[src/rtl/conv_window_scheduler.sv]
// Convolution window scheduler: walks every kernel-sized window origin of an
// IMG_H x IMG_W image in row-major order, issues one window per cycle to a
// pipelined PE under a credit limit, and streams PE results out through a
// small FIFO with a running output index.
module conv_window_scheduler #(
  parameter int WIDTH       = 8,
  parameter int IMG_W       = 8,
  parameter int IMG_H       = 8,
  parameter int kernel_size = 5,
  parameter int PE_LATENCY  = 3,
  parameter int FIFO_DEPTH  = 4
) (
  input  logic                     clk,
  input  logic                     rst_n,
  input  logic                     start,
  output logic                     busy,
  output logic                     done,
  output logic                     err,
  output logic                     pe_in_valid,
  output logic [$clog2(IMG_H)-1:0] win_row,
  output logic [$clog2(IMG_W)-1:0] win_col,
  input  logic [WIDTH-1:0]         pe_result,
  input  logic                     pe_result_valid,
  output logic [WIDTH-1:0]         out_data,
  output logic [$clog2((IMG_H-kernel_size+1)*(IMG_W-kernel_size+1))-1:0] out_idx,
  output logic                     out_valid,
  input  logic                     out_ready
);

  localparam int OH   = IMG_H - kernel_size + 1;
  localparam int OW   = IMG_W - kernel_size + 1;
  localparam int RW   = $clog2(IMG_H);
  localparam int CLW  = $clog2(IMG_W);
  localparam int IW   = $clog2(OH * OW);
  localparam int AW   = $clog2(FIFO_DEPTH);
  // Counters get headroom beyond FIFO_DEPTH so a misbehaving PE cannot wrap them.
  localparam int CW   = $clog2(FIFO_DEPTH + PE_LATENCY + 1);

  localparam logic [RW-1:0]  LAST_ROW = RW'(OH - 1);
  localparam logic [CLW-1:0] LAST_COL = CLW'(OW - 1);

  typedef enum logic [1:0] {IDLE, RUN, DRAIN, DONE} state_t;

  state_t            state;
  logic [CW-1:0]     inflight;
  logic [CW-1:0]     count;
  logic [AW-1:0]     wr_ptr;
  logic [AW-1:0]     rd_ptr;
  logic [WIDTH-1:0]  mem [FIFO_DEPTH];

  logic pop;
  logic full;
  logic push;
  logic credit;

  assign pop       = out_valid && out_ready;
  assign full      = (count == CW'(FIFO_DEPTH));
  // A push into a full FIFO is accepted only when a pop frees the slot this cycle.
  assign push      = pe_result_valid && (!full || pop);
  assign credit    = ((CW+1)'(inflight) + (CW+1)'(count)) < (CW+1)'(FIFO_DEPTH);
  assign pe_in_valid = (state == RUN) && credit;
  assign out_valid = (count != '0);
  assign out_data  = mem[rd_ptr];
  assign busy      = (state == RUN) || (state == DRAIN);
  assign done      = (state == DONE);

  // Pass sequencing: window origin walk, drain wait and output index.
  always_ff @(posedge clk) begin
    if (rst_n) begin
      state   <= IDLE;
      win_row <= '0;
      win_col <= '0;
      out_idx <= '0;
    end else begin
      if (state == IDLE && start) begin
        out_idx <= '0;
      end else if (pop) begin
        out_idx <= out_idx + IW'(1);
      end
      case (state)
        IDLE: begin
          if (start) begin
            state   <= RUN;
            win_row <= '0;
            win_col <= '0;
          end
        end
        RUN: begin
          if (pe_in_valid) begin
            if (win_col == LAST_COL) begin
              win_col <= '0;
              if (win_row == LAST_ROW) begin
                win_row <= '0;
                state   <= DRAIN;
              end else begin
                win_row <= win_row + RW'(1);
              end
            end else begin
              win_col <= win_col + CLW'(1);
            end
          end
        end
        DRAIN: begin
          if (inflight == '0 && count == '0) state <= DONE;
        end
        DONE: state <= IDLE;
        default: state <= IDLE;
      endcase
    end
  end

  // Credit bookkeeping, FIFO pointers and the sticky protocol error flag.
  always_ff @(posedge clk) begin
    if (rst_n) begin
      inflight <= '0;
      count    <= '0;
      wr_ptr   <= '0;
      rd_ptr   <= '0;
      err      <= 1'b0;
    end else begin
      if (pe_in_valid && !pe_result_valid) begin
        inflight <= inflight + CW'(1);
      end else if (!pe_in_valid && pe_result_valid && inflight != '0) begin
        inflight <= inflight - CW'(1);
      end
      if (push && !pop) begin
        count <= count + CW'(1);
      end else if (pop && !push) begin
        count <= count - CW'(1);
      end
      if (push) wr_ptr <= wr_ptr + AW'(1);
      if (pop)  rd_ptr <= rd_ptr + AW'(1);
      if (pe_result_valid && (inflight == '0 || (full && !pop))) err <= 1'b1;
    end
  end

  // Result storage; no reset needed since occupancy is tracked by count.
  always_ff @(posedge clk) begin
    if (push) mem[wr_ptr] <= pe_result;
  end

endmodule

[config.mk]
export PLATFORM = sky130hd
export DESIGN_NAME = conv_window_scheduler
export DESIGN_NICKNAME = d
export VERILOG_FILES = /design/src/rtl/conv_window_scheduler.sv
export SDC_FILE = /design/constraint.sdc
export NUM_CORES = 1
export LEC_CHECK = 0
export ABC_AREA = 1
export BUFFER_PORTS_ARGS = -buffer_cell sky130_fd_sc_hd__buf_4
export CORE_UTILIZATION = 57
export CTS_CLUSTER_SIZE = 16
export DETAILED_ROUTE_END_ITERATION = 8
export GPL_TIMING_DRIVEN = 0
export MAX_ROUTING_LAYER = met4
export PLACE_DENSITY_LB_ADDON = 0.12
export SETUP_SLACK_MARGIN = 0.3
export SLEW_MARGIN = 30
export SYNTH_ARGS = -nofsm -noshare
export SYNTH_HDL_FRONTEND = slang
export SYNTH_SLANG_ARGS = --single-unit
[constraint.sdc]
create_clock -name clk -period 2.17 [get_ports clk]
set_input_delay 0.651 -clock clk [delete_from_list [all_inputs] [get_ports clk]]
set_output_delay 0.651 -clock clk [all_outputs]
set_load 0.005 [all_outputs]
==> results.yml, run 1 <==
timing:
  hold_viol_final: 0
  grt_setup_unrepaired: "true"
  holdWs_ns: 0.4682
  worst_slew_pin_slew_ns: 0.7958
  drv_slew: 0
  finClkSkew_ns: 0.008095
  fin_crit_sh_pct: 93.07
  setup_viol_count_final: 0
  tns_ns: 0
  max_freq_mhz: 495.2
  min_period_ns: 2.020
  max_slew_margin_pct: 46.75
cts:
  cts_hold_buf: 0
  clk_pin_slew_ns: 0.06
  clk_latency_ns: 0.33
  cts_buffer_depth: 2
  cts_buffers: 9
  htreeDepth: 3
  root_buffer: "clkbuf_8"
  cts_tree: "yes"
  clock_sinks: 57
drt:
  dr.first_iter.drc_count: 86
  vias_per_cell: 5.325
  drcViolationCount: 4
  drt-pass1-iter-count: 7
  num_vias: 2146
  drt.antenna.violating_nets: 0
  routed_wl_um: 6121
  routedWlPerCell_um: 15.19
yosys:
  synth_mux_area_share_pct: 0
  yosys.area_share.simple_pct: 19.44
  ys_ff_latch: 57
  netlist-cell-type-count: 27
  syn-num-nets: 309
  synth-xor-area-share_pct: 0.3279
  synth_top_family_by_area: "simple AND/OR/NAND/NOR gates"
  syn_area_mm2: 0.002671
  yosys.area_share.adder_pct: 8.056
  yosysTopAreaCell: "edfxtp_1"
  synth_cells: 280
  ys_async_sr_fraction_pct: 0
  avgSynthCellArea_um2: 9.540
  yosysTopAreaCellShare_pct: 35.97
  synth_commonest_cells: "nor2_1, inv_1, edfxtp_1, nand2_1, dfxtp_1"
  synth.most_common_cell: "nor2_1"
  yosys_warnings: 0
  synth-compound-area-share_pct: 11.10
  ys_top_cells_by_area: "edfxtp_1, dfxtp_1, nor2_1"
  synth_edf_count: 32
  synth_ff_type: "edfxtp_1"
  yosysSeqAreaShare_pct: 54.71
grt:
  antenna_found_initial: 0
  grt_pass1_wl_um: 9239
  grt_pass1_vias: 2052
  grt_max_degree: 11
  gr-total-overflow: 0
  grt_usage_pct: 25.79
setup_path:
  rrSetupSlack_ns: 0.15
  ff2ff_path_depth: 10
  crit_arrival_ns: 2.27
  worstSetupStartpointType: "register"
  rr_endpoint: "inflight[1]$_SDFFE_PP0P_"
  critPathKind: "register to register"
  end_kind: "register"
  worst_path_most_repeated_cell: "nand2_1"
  critPathTopFamily: "adder cells"
  crit_buf_inv: 2
  reg2reg_from: "count[2]$_SDFFE_PP0P_"
  cp.required_ns: 2.42
  crit_slowest_cell: "fa_2"
  cpPeakStageDelay_ns: 0.58
  worstPathCellList: "ha_4 -> inv_4 -> nand2_2 -> nor2_4 -> nand4_4 -> fa_2 -> inv_1 -> nand2_1 -> nand2_1 -> nor2_1"
  crit_fanout: 3
power_and_ir_drop:
  powerDensity_mw_per_mm2: 1285
  p_leak_nw: 1.506
  peakVddDrop_uv: 789.5
finish:
  n_antenna_cell: 0
  areaGrowthSynthToFinish_pct: 32.93
  fin_area_mm2: 0.003551
  fin_nets: 375
  stdcell_count: 403
  drive_gt1_share_pct: 37.32
  finalCoreUtilization_pct: 79.90
  fillers: 272
placement:
  dpl_cell_area_mm2: 0.003024
  dpl.cell_count: 366
  gp_congestion: 0.8140
  dpl.hpwl_um: 3341
  portBuffers: 34
floorplanning:
  design.portCount: 36
  core_area_mm2: 0.004444
  die_y_um: 70.46
  dieArea_mm2: 0.004965
  start_util_pct: 60.11
  die_w_um: 70.46
  rows: 24
outcome:
  run_status: "finished with violations"
  violations: "design-rule violations"
run:
  cap_violations: 0
worst_hold_path:
  min_path_type: "register to register"
  hold_start: "rd_ptr[1]$_SDFFE_PP0P_"
  whs_path_depth: 2
-- report_power, final --
part	internal, W	switching [W]	leakage (nW)
logic	0.000971	0.00116	0.911
clock network	0.000519	0.000398	0.0922
registers	0.00134	0.000177	0.503
-- worst reg2reg max path: cells and delay by family (launching register included) --
family                   cells  cell delay [ns]
buffers and inverters        2             0.13
AND/OR/NAND/NOR              6             0.64
adder cells (fa/ha/maj)      2             0.80
flip-flops                   1             0.37
-- sequential cells by signal, indices dropped and copies added, names as in the netlist, named ones only --
signal,flops
count,3
wr_ptr,2
rd_ptr,2
mem,32
win_row,3
win_col,3
err,1
inflight,3
out_idx,4
state,2
-- cells in the final DEF (no fill, tap or decap), drive strengths merged, types with 2 or more instances in the layout --
cell type,instances
nand2,39
nor2,53
edfxtp,32
o22ai,8
buf,60
o21ai,28
fa,2
clkinv,4
nand4,2
nand3,14
a21oi,16
dfxtp,25
ha,14
inv,38
clkbuf,11
-- routing by layer --
layer | up-vias | wire length, um | GRT usage [%] | part of all wire, %
met2 | 57 | 3344 | 44.77 | 55
met1 | 1017 | 2488 | 28.13 | 41
met3 | 8 | 228 | 6.638 | 3.7
li1 | 1064 | - | - | -
met4 | 0 | 59 | 10.43 | 0.96
met5 | - | 0 | - | 0
-- per-stage QoR --
stage / worst slack (ns) / power (W)
after floorplan: 0.2873 / 0.002568
after global placement: 0.08898 / 0.002985
after detailed placement: 0.06699 / 0.003021
after CTS: 0.2313 / 0.004297
after global routing: 0.1159 / 0.004836
final: 0.1505 / 0.004564
-- area by class of cell --
| type | instances | area (um^2) | share of cell area (%) |
|---|---|---|---|
| Inverter | 38 | 155.1 | 4.369 |
| Tap cell | 52 | 65.06 | 1.832 |
| Buffer | 5 | 47.55 | 1.339 |
| Clock inverter | 5 | 47.55 | 1.339 |
| Timing Repair Buffer | 55 | 424.2 | 11.95 |
| Multi-Input combinational cell | 180 | 1197 | 33.72 |
| Sequential cell | 57 | 1483 | 41.75 |
| Clock buffer | 11 | 131.4 | 3.700 |
-- kinds of logic after synthesis --
logic type,count (synthesis)
flops,57
simple gates,110
compound gates,53
fa+ha+maj,16
xor+xnor,1
buf+inv,43
-- worst max-delay path by stage --
stage               slack, ns  cells past startpoint                  endpoint                      from
global route             0.12                     10  inflight[1]$_SDFFE_PP0P_  inflight[2]$_SDFFE_PP0P_
floorplan                0.29                     11     count[2]$_SDFFE_PP0P_                 out_ready
CTS                      0.23                      5               out_data[5]                  register
global placement         0.09                     12     count[2]$_SDFFE_PP0P_                 out_ready
detailed placement       0.07                     12     count[2]$_SDFFE_PP0P_                 out_ready
finish                   0.15                     10  inflight[1]$_SDFFE_PP0P_     count[2]$_SDFFE_PP0P_
-- timing repair --
action | in CTS | in global routing
hold endpoints to repair | 0 | 0
pin swaps | 7 | 8
cloned | 2 | 0
gates resized for setup | 54 | 11
setup endpoints to repair | 13 | 14
setup buffers | 12 | 7
No activity file was read; power rests on OpenSTA's default activity.
==> run 2, diff against run 1 <==
==> constraint.sdc (replaced) <==
create_clock -name clk -period 2.3 [get_ports clk]
set_input_delay 0.69 -clock clk [delete_from_list [all_inputs] [get_ports clk]]
set_output_delay 0.69 -clock clk [all_outputs]
set_load 0.005 [all_outputs]
==> run 2 against run 1 <==
The flow now finishes without violations. Routed wire length shrank 9.5%. Clock power shrank 2.8%. Critical path depth shrank 5. Die area is the same. Sequential share of layout area grew 0.53 points. Largest cell class unchanged. Highest routed layer unchanged. Flip-flop and latch count is the same. Via count shrank 2.9%.
==> results.yml, run 2 (synthesis gave the netlist of run 1 again) <==
outcome:
  run_status: "finished, final reports clean"
drt:
  routed_wl_um: 5540
  drt-pass1-iter-count: 4
  routedWlPerCell_um: 13.82
  drcViolationCount: 0
  vias_per_cell: 5.197
  drt.antenna.violating_nets: 0
  dr.first_iter.drc_count: 119
  num_vias: 2084
power_and_ir_drop:
  internal-power_w: 0.002647
  pwr-share-comb_pct: 45.2
  peakVddDrop_uv: 591.8
  p_sw_share_pct: 37.27
  p_switching_w: 0.001573
  p_seq_share_pct: 33.7
  p_leak_nw: 1.496
  powerDensity_mw_per_mm2: 1206
  power_frac_clock_pct: 21.1
setup_path:
  critPathKind: "register to primary output"
  cp.required_ns: 1.61
  worstPathCellList: "inv_8 -> clkbuf_16 -> o21ai_1 -> o22ai_1 -> buf_4"
  crit_fanout: 8
  crit_buf_inv: 3
  worstSetupStartpointType: "register"
  reg2reg_from: "count[1]$_SDFFE_PP0P_"
  cpPeakStageDelay_ns: 0.42
  end_kind: "primary output"
  critPathTopFamily: "flip-flops"
  crit_slowest_cell: "dfxtp_4"
  crit_arrival_ns: 1.33
placement:
  dpl.hpwl_um: 3361
  gp_congestion: 0.8366
  dpl.cell_count: 366
  portBuffers: 34
  dpl_cell_area_mm2: 0.002992
finish:
  reg_top3: "mem: 32 flops, out_idx: 4 flops"
  fin_nets: 373
  finalCoreUtilization_pct: 78.77
  drive_gt1_share_pct: 35.82
  areaGrowthSynthToFinish_pct: 31.05
  n_antenna_cell: 0
  final_common_cell: "buf_4"
  regMostFlops: "mem"
  fin_area_mm2: 0.003501
  stdcell_count: 401
  final_cell_mix: "buf_4, nor2_1, edfxtp_1"
  largest_reg_flops: 32
timing:
  setup_viol_count_final: 0
  fin_crit_sh_pct: 88.03
  max_slew_margin_pct: 48.76
  worst_slew_pin_slew_ns: 0.7658
  holdWs_ns: 0.4571
  hold_viol_final: 0
  min_period_ns: 2.025
  tns_ns: 0
  finClkSkew_ns: 0.007703
  grt_setup_unrepaired: "true"
  max_freq_mhz: 493.9
  drv_slew: 0
cts:
  clk_pin_slew_ns: 0.06
  clk_latency_ns: 0.33
  root_buffer: "clkbuf_8"
  cts_buffer_depth: 2
  clock_sinks: 57
  cts_buffers: 9
  htreeDepth: 3
  cts_tree: "yes"
grt:
  grt_pass1_wl_um: 8728
  grt_pass1_vias: 1949
  grt_usage_pct: 24.32
  gr-total-overflow: 0
  grt_max_degree: 12
  antenna_found_initial: 0
floorplanning:
  dieArea_mm2: 0.004965
  start_util_pct: 60.11
  die_y_um: 70.46
  design.portCount: 36
  rows: 24
  die_w_um: 70.46
  core_area_mm2: 0.004444
worst_hold_path:
  hold_start: "rd_ptr[1]$_SDFFE_PP0P_"
  min_path_type: "register to register"
run:
  cap_violations: 0
[run 2: cell count changes in the layout (fill, tap and decap cells not counted), sizes merged]
cell      before  now
clkinvlp       0    2
clkinv         4    3
buf           60   57
[run 2: path summary, 6_finish.rpt]
kind | to | slack, ns | cells past startpoint
setup reg to reg | count[2]$_SDFFE_PP0P_ | 0.31 | 11
hold / removal | register | 0.46 | 2
setup / recovery | out_data[5] | 0.28 | 5
hold reg to reg | register | 0.46 | 2
[run 2: through the flow]
stage	power [W]	setup slack, ns
global placement	0.002786	0.09070
global route	0.004490	0.2410
floorplan	0.002384	0.3035
finish	0.004220	0.2753
detailed placement	0.002828	0.06159
CTS	0.003954	0.2919
[run 2: layout make-up]
cell class              count  area (um^2)
flip-flops and latches     57         1480
repair buffers             53        422.9
inverters                  38        152.6
multi-input cells         180         1141
fillers                   282        943.4
clock buffers              10        127.6
well taps                  52        65.06
plain buffers               5        51.30
clock inverters             6        60.06
[run 2: layer usage]
| metal | GRT usage, % | up-vias | part of all wire, % |
|---|---|---|---|
| li1 | - | 1065 | - |
| met1 | 31.64 | 959 | 46 |
| met2 | 35.71 | 56 | 48 |
| met3 | 5.772 | 4 | 5.2 |
| met4 | 12.24 | 0 | 0.72 |
| met5 | - | - | 0 |
[run 2: power by group through the flow]
stage / clock network, W / registers [W] / logic (W)
after global placement: 0 / 0.00141 / 0.00137
after floorplan: 0 / 0.00138 / 0.00100
after global routing: 0.000952 / 0.00145 / 0.00209
final: 0.000891 / 0.00142 / 0.00191
after detailed placement: 0 / 0.00142 / 0.00141
after CTS: 0.000907 / 0.00141 / 0.00164
[run 2: worst reg2reg max path, stage by stage (launching register included)]
cell and delay (ns):
dfxtp_4 0.36, buf_4 0.14, nor2_4 0.15, nand2_4 0.10
nand2_8 0.08, ha_4 0.14, inv_4 0.05, fa_2 0.38
a21oi_2 0.16, o21ai_2 0.08, o21ai_1 0.17, a21oi_1 0.06
[run 2: timing repair]
item | in CTS | in global routing
buffers inserted | 11 | 7
hold buffers | 0 | 0
cloned | 0 | 1
endpoints found under the setup margin | 10 | 12
pin swaps | 0 | 16
gates resized for setup | 25 | 32
